===== src/rtl/fp_add_align.sv =====
// fp_add_align: alignment stage of the FP32 adder, feeding the 27-bit ripple adder.
// Stage 1 unpacks both operands and orders them by magnitude. Stage 2 right-shifts the
// smaller mantissa into hidden|man|G|R|S form with sticky, then pre-inverts it for
// effective subtraction. Both stages use valid/ready flow control.
// Build option: FP_ALIGN_DENORM_EN keeps subnormal mantissas, using an effective
// exponent of 1. Without it, subnormal operands are flushed to signed zero.
module fp_add_align #(
    parameter int EXP_W = 32'sd8,
    parameter int MAN_W = 32'sd23,
    parameter int WIDTH = 32'sd27
) (
    input  logic                   clk,
    input  logic                   rst,
    input  logic                   in_valid,
    output logic                   in_ready,
    input  logic [EXP_W+MAN_W:0]   op_a,
    input  logic [EXP_W+MAN_W:0]   op_b,
    input  logic                   sub,
    output logic                   out_valid,
    input  logic                   out_ready,
    output logic [WIDTH:1]         add_a,
    output logic [WIDTH:1]         add_b,
    output logic                   add_cin,
    output logic [EXP_W-1:0]       res_exp,
    output logic                   res_sign,
    output logic                   eff_sub,
    output logic                   out_exc
);

    localparam logic [EXP_W-1:0] WIDTH_E = EXP_W'(WIDTH);

    // stage 1 combinational
    logic                 sign_a_s, sign_b_s, hid_a_s, hid_b_s;
    logic [EXP_W-1:0]     exp_a_s, exp_b_s;
    logic [MAN_W-1:0]     man_a_s, man_b_s;
    logic                 a_is_l_s, eq_mag_s, exc_s;
    logic                 sign_l_s, hid_l_s, hid_sm_s;
    logic [EXP_W-1:0]     exp_l_s, d_s;
    logic [MAN_W-1:0]     man_l_s, man_sm_s;

    // stage 1 registers
    logic                 v1_r, eff_sub1_r, sign_l_r, hid_l_r, hid_sm_r, exc1_r, eq_mag_r;
    logic [EXP_W-1:0]     exp_l_r, d_r;
    logic [MAN_W-1:0]     man_l_r, man_sm_r;

    // stage 2 combinational
    logic [WIDTH:1]       m_full_s, aligned_s, add_a_s, add_b_s;
    logic                 sticky_s, cin_s, res_sign_s;

    // stage 2 (output) registers
    logic                 v2_r, cin_r, res_sign_r, eff_sub_r, exc_r;
    logic [WIDTH:1]       add_a_r, add_b_r;
    logic [EXP_W-1:0]     res_exp_r;

    logic                 s1_load_s, s2_load_s;

    assign s2_load_s = !v2_r || out_ready;
    assign s1_load_s = !v1_r || s2_load_s;
    assign in_ready  = !rst && s1_load_s;

    // Unpack both operands; a zero exponent means subnormal or zero.
    always_comb begin
        sign_a_s = op_a[EXP_W+MAN_W];
        sign_b_s = op_b[EXP_W+MAN_W] ^ sub;
        hid_a_s  = |op_a[EXP_W+MAN_W-1:MAN_W];
        hid_b_s  = |op_b[EXP_W+MAN_W-1:MAN_W];
        exc_s    = (&op_a[EXP_W+MAN_W-1:MAN_W]) || (&op_b[EXP_W+MAN_W-1:MAN_W]);
`ifdef FP_ALIGN_DENORM_EN
        exp_a_s  = hid_a_s ? op_a[EXP_W+MAN_W-1:MAN_W] : {{(EXP_W-1){1'b0}}, 1'b1};
        exp_b_s  = hid_b_s ? op_b[EXP_W+MAN_W-1:MAN_W] : {{(EXP_W-1){1'b0}}, 1'b1};
        man_a_s  = op_a[MAN_W-1:0];
        man_b_s  = op_b[MAN_W-1:0];
`else
        exp_a_s  = op_a[EXP_W+MAN_W-1:MAN_W];
        exp_b_s  = op_b[EXP_W+MAN_W-1:MAN_W];
        man_a_s  = hid_a_s ? op_a[MAN_W-1:0] : {MAN_W{1'b0}};
        man_b_s  = hid_b_s ? op_b[MAN_W-1:0] : {MAN_W{1'b0}};
`endif
    end

    // Order by magnitude; the hidden bit makes a subnormal compare below exponent-1 normals.
    always_comb begin
        a_is_l_s = {exp_a_s, hid_a_s, man_a_s} >= {exp_b_s, hid_b_s, man_b_s};
        eq_mag_s = {exp_a_s, hid_a_s, man_a_s} == {exp_b_s, hid_b_s, man_b_s};
        if (a_is_l_s) begin
            sign_l_s = sign_a_s;  exp_l_s = exp_a_s;  hid_l_s = hid_a_s;  man_l_s = man_a_s;
            hid_sm_s = hid_b_s;   man_sm_s = man_b_s; d_s = exp_a_s - exp_b_s;
        end else begin
            sign_l_s = sign_b_s;  exp_l_s = exp_b_s;  hid_l_s = hid_b_s;  man_l_s = man_b_s;
            hid_sm_s = hid_a_s;   man_sm_s = man_a_s; d_s = exp_b_s - exp_a_s;
        end
    end

    // Stage 1 register: captures the ordered operands when the stage advances.
    always_ff @(posedge clk) begin
        if (rst) begin
            v1_r <= 1'b0;  eff_sub1_r <= 1'b0;  sign_l_r <= 1'b0;  hid_l_r <= 1'b0;
            hid_sm_r <= 1'b0;  exc1_r <= 1'b0;  eq_mag_r <= 1'b0;
            exp_l_r <= {EXP_W{1'b0}};  d_r <= {EXP_W{1'b0}};
            man_l_r <= {MAN_W{1'b0}};  man_sm_r <= {MAN_W{1'b0}};
        end else if (s1_load_s) begin
            v1_r       <= in_valid;
            eff_sub1_r <= sign_a_s ^ sign_b_s;
            sign_l_r   <= sign_l_s;
            hid_l_r    <= hid_l_s;
            hid_sm_r   <= hid_sm_s;
            exc1_r     <= exc_s;
            eq_mag_r   <= eq_mag_s;
            exp_l_r    <= exp_l_s;
            d_r        <= d_s;
            man_l_r    <= man_l_s;
            man_sm_r   <= man_sm_s;
        end else begin
            v1_r <= v1_r;
        end
    end

    // Align the smaller mantissa, fold shifted-out bits into sticky, invert for subtraction.
    always_comb begin
        m_full_s = {hid_sm_r, man_sm_r, 3'b000};
        if (d_r >= WIDTH_E) begin
            sticky_s  = |{hid_sm_r, man_sm_r};
            aligned_s = {{(WIDTH-1){1'b0}}, sticky_s};
        end else begin
            sticky_s  = |(m_full_s & ~({WIDTH{1'b1}} << d_r));
            aligned_s = (m_full_s >> d_r) | {{(WIDTH-1){1'b0}}, sticky_s};
        end
        res_sign_s = (eff_sub1_r && eq_mag_r) ? 1'b0 : sign_l_r;
        if (exc1_r) begin
            add_a_s = {WIDTH{1'b0}};
            add_b_s = {WIDTH{1'b0}};
            cin_s   = 1'b0;
        end else begin
            add_a_s = {hid_l_r, man_l_r, 3'b000};
            add_b_s = eff_sub1_r ? ~aligned_s : aligned_s;
            cin_s   = eff_sub1_r;
        end
    end

    // Stage 2 register: output data held stable while the downstream stalls.
    always_ff @(posedge clk) begin
        if (rst) begin
            v2_r <= 1'b0;  cin_r <= 1'b0;  res_sign_r <= 1'b0;  eff_sub_r <= 1'b0;  exc_r <= 1'b0;
            add_a_r <= {WIDTH{1'b0}};  add_b_r <= {WIDTH{1'b0}};  res_exp_r <= {EXP_W{1'b0}};
        end else if (s2_load_s) begin
            v2_r       <= v1_r;
            cin_r      <= cin_s;
            res_sign_r <= res_sign_s;
            eff_sub_r  <= eff_sub1_r;
            exc_r      <= exc1_r;
            add_a_r    <= add_a_s;
            add_b_r    <= add_b_s;
            res_exp_r  <= exp_l_r;
        end else begin
            v2_r <= v2_r;
        end
    end

    assign out_valid = v2_r;
    assign add_a     = add_a_r;
    assign add_b     = add_b_r;
    assign add_cin   = cin_r;
    assign res_exp   = res_exp_r;
    assign res_sign  = res_sign_r;
    assign eff_sub   = eff_sub_r;
    assign out_exc   = exc_r;

endmodule

===== config.mk =====
export PLATFORM = sky130hd
export DESIGN_NAME = fp_add_align
export DESIGN_NICKNAME = d
export VERILOG_FILES = /design/src/rtl/fp_add_align.sv
export SDC_FILE = /design/constraint.sdc
export NUM_CORES = 1
export LEC_CHECK = 0
export BUFFER_PORTS_ARGS = -buffer_cell sky130_fd_sc_hd__buf_2
export CORE_UTILIZATION = 44
export CTS_CLUSTER_SIZE = 16
export DETAILED_ROUTE_END_ITERATION = 10
export HOLD_SLACK_MARGIN = 0.08
export PLACE_DENSITY = 0.73
export SETUP_SLACK_MARGIN = 0.5
export SLEW_MARGIN = 15
export SYNTH_ARGS = -nofsm -noshare
export SYNTH_HDL_FRONTEND = slang
export SYNTH_SLANG_ARGS = --single-unit
export TNS_END_PERCENT = 50

===== constraint.sdc =====
create_clock -name clk -period 7.8 [get_ports clk]
set_input_delay 0.39 -clock clk [delete_from_list [all_inputs] [get_ports clk]]
set_output_delay 0.39 -clock clk [all_outputs]
set_load 0.02 [all_outputs]

==> out/results.ini <==
[outcome]
status=complete, no violations

[cells_and_area]
diodes=0
fin_nets=1336
final_cell_area_um2=10200
synthToLayoutAreaGrowth_pct=12.9
finish.utilization=0.505
drive_gt1_frac=0.184

[timing]
fin_skew_ns=0.0128
tns_ns=0
fmax_mhz=225
period_needed_ns=4.44
relSlewSlack=0.423
worstMarginPinSlew_ns=0.865
drv_slew=0
rsz0062_at_grt=no
post-route-period-util=0.569
setup-violations-final=0
finalHoldViolations=0

[power_and_ir_drop]
power.density_nw_per_um2=217
power_leakage_nw=4.31
vdd_ir_drop_max_mv=0.148

[critical_path]
timing.rr.end=add_b[1]
crit_chain=buf_2 -> nor4_1 -> nand2_1 -> and2_1 -> ha_1 -> a211oi_1 -> a211oi_1 -> o31a_1 -> o41a_1 -> nor2_4 -> buf_4 -> a311oi_1 -> a211oi_1
reg2regPathDepth=8
cp_top_family=simple AND/OR/NAND/NOR gates
critical-path-slowest-cell=nor2_4
crit_path_max_fanout=32
cp_data_required_time_ns=8.13
critical_path.max_stage_delay_ns=0.64
rrSetupSlack_ns=4.53
crit_type=input pin to register
rr_startpoint=d_r[0]
path_buf_inv=2
end_kind=register
worstPathArrival_ns=4.76
crit_path_frequent_cell=a211oi_1
cp-start-kind=input pin

[floorplan]
die_y_um=145
fp.dieW_um=145
die_area_um2=21200
core_um2=20200
io_pins=137
rows=52
initial_core_util=0.448

[yosys]
yosys.area_share.simple=0.273
syn_inst=1167
ys_async_sr_fraction=0
ys.flop_type=dfxtp_1
synth_compound_area_frac=0.210
synth.area.mux_share=0.0759
netlist_area_um2=9050
synth.avg_cell_area_um2=7.76
synth_xor_area_frac=0.0193
synth_top_family_by_area=simple AND/OR/NAND/NOR gates
synth-edff-count=0
synth.distinct_cells=73
ys_ff_latch=133
ys_seq_area_frac=0.294
yosysWarnings=0
synth_adder_area_share=0.0583

[clock_network]
cts_buffer_depth=2
cts.clk_slew.worst_paths_ns=0.06
cts_tree=yes
cts_sinks=133
root_buffer=clkbuf_16
htree_levels=4
cts_resized=0
post_cts_buffers=0
cts_buffers=17
clock_latency_ns=0.44
cts_hold_buf=0

[routing]
via_per_inst=6.08
drtIter0Drc=935
drt-pass1-iter-count=6
wl_um=28200
final_antenna_net_count=0
via_count=9179
detail_route.wl_per_cell_um=18.7
drc_errors=0

[global_route]
grt-ovfl-total=0
antenna_found_initial=0
use_met3=0.0545
grt.busiest_layer=met2
gr-usage-met2=0.417
met1_usage=0.370
grt_pass1_vias=8197
grt_start_max_net_pins=79
grt_pass1_wl_um=45000
grt_use_total=0.266

[worst_hold_path]
hold_end=v1_r
hp-class=input pin to register
hold_depth=3
worstHoldStart=in_valid

[placement]
gp_congestion=0.928
dpl_cell_area_um2=9660
io_buffers=133
dp_hpwl_um=20000

[job]
maxCapViolCount=0

==> per-layer routing <==
metal,up-vias,share of wire
met4,0,0.018
met1,4349,0.44
met3,48,0.085
met5,-,0
li1,4354,-
met2,428,0.45
==> registers in the layout, summed over array words and instances, names as in the netlist, 8 cells and up <==
signal    count
man_l_r      23
res_exp       8
d_r           8
add_a        24
exp_l_r       8
man_sm_r     23
add_b        27
==> synthesized netlist by cell type (4+ instances only) <==
cell | n | area, µm²
dfxtp_1 | 133 | 2660
clkbuf_8 | 4 | 55.1
clkbuf_1 | 62 | 233
ha_1 | 39 | 488
buf_1 | 9 | 33.8
or3_1 | 5 | 31.3
a21oi_1 | 72 | 360
a22oi_1 | 10 | 75.1
buf_4 | 6 | 45.0
buf_6 | 4 | 45.0
mux2_2 | 7 | 78.8
a311oi_1 | 60 | 526
a31oi_1 | 4 | 25.0
nor3_1 | 29 | 145
a221o_1 | 4 | 40.0
xor2_1 | 13 | 114
xnor2_1 | 7 | 61.3
inv_1 | 23 | 86.3
buf_2 | 23 | 115
a21o_1 | 8 | 60.1
nor2_1 | 108 | 405
o211ai_1 | 7 | 52.6
nor4_1 | 10 | 62.6
nand3b_1 | 26 | 195
a211oi_1 | 13 | 97.6
nand3_1 | 73 | 365
mux4_2 | 19 | 428
o22ai_1 | 4 | 25.0
and2_1 | 26 | 163
nand2_1 | 195 | 732
nor2b_1 | 5 | 31.3
mux2i_1 | 18 | 180
nand2b_1 | 6 | 37.5
o21ai_0 | 47 | 235
o2111ai_1 | 4 | 35.0
nand4_1 | 14 | 87.6
==> worst reg2reg max path: stages (launching register included) <==
cell       delay, ns
dfxtp_2         0.31
buf_4           0.48
mux4_2          0.58
nor2b_1         0.14
a311oi_1        0.50
a2111oi_0       0.21
o41ai_1         0.65
xor2_1          0.21
o21ai_1         0.07
==> how the worst max path moves through the flow <==
stage                   to     start  depth (start not counted)
3_3_place_gp        d_r[2]  op_a[23]                         12
2_1_floorplan       d_r[2]  op_b[23]                         14
5_1_grt        man_l_r[21]  op_a[23]                         13
4_1_cts             d_r[2]  op_a[23]                         12
6_report            d_r[3]  op_a[23]                         13
3_5_place_dp        d_r[2]  op_a[23]                         12
==> logic make-up after synthesis <==
logic type                 Yosys count
adders and majority gates           41
DFF                                133
and+or+nand+nor                    522
other                                1
xor gates and xnor gates            20
muxes                               44
buffers and inverters              133
AOI/OAI and AO/OA                  273
==> placed cells by master, fill, tap and decap left out, types with 4 or more instances in the layout <==
cell,netlist,final
a31oi_1,4,4
nor3_1,29,29
clkbuf_16,0,17
xor2_1,13,13
o21ai_0,47,47
nand3_1,73,73
nor2b_1,5,4
nand4_1,14,14
o211ai_1,7,7
a311oi_1,60,60
nand2b_1,6,6
nand2_1,195,193
xnor2_1,7,7
o22ai_1,4,4
or3_1,5,5
nor4_1,10,10
mux2_2,7,7
buf_2,23,132
nor2_1,108,108
a211oi_1,13,13
dfxtp_1,133,132
a221o_1,4,4
inv_6,0,4
nand3b_1,26,26
a21o_1,8,8
mux4_2,19,19
mux2i_1,18,18
ha_1,39,39
a22oi_1,10,10
buf_4,6,15
a21oi_1,72,72
o2111ai_1,4,4
clkinv_2,0,4
inv_1,23,23
and2_1,26,26
==> area by class of cell <==
| type | count | area, µm² |
|---|---|---|
| Timing Repair Buffer | 147 | 773 |
| Multi-Input combinational cell | 903 | 5800 |
| Tap cell | 270 | 338 |
| Clock buffer | 18 | 429 |
| Fill cell | 1974 | 10000 |
| Sequential cell | 133 | 2660 |
| Inverter | 24 | 90.1 |
| Clock inverter | 14 | 126 |
==> where the power goes <==
group | leakage (nW) | switching [mW] | internal [mW]
combinational | 2.94 | 0.391 | 0.237
clock | 0.271 | 0.329 | 0.440
sequential | 1.10 | 0.0680 | 0.748
==> metrics by stage <==
| stage | cells | hold WS (ns) | setup WS (ns) | total power, mW |
|---|---|---|---|---|
| 5_1_grt | 1509 | 0.230 | 2.99 | 2.31 |
| 2_1_floorplan | 1169 | 0.432 | 4.47 | 1.27 |
| 4_1_cts | 1509 | 0.196 | 3.26 | 2.21 |
| 3_5_place_dp | 1477 | 0.439 | 2.85 | 1.44 |
| 6_report | 1509 | 0.201 | 3.36 | 2.21 |
| 3_3_place_gp | 1477 | 0.431 | 2.89 | 1.44 |
Note: power is estimated with default switching activity, not from simulation.
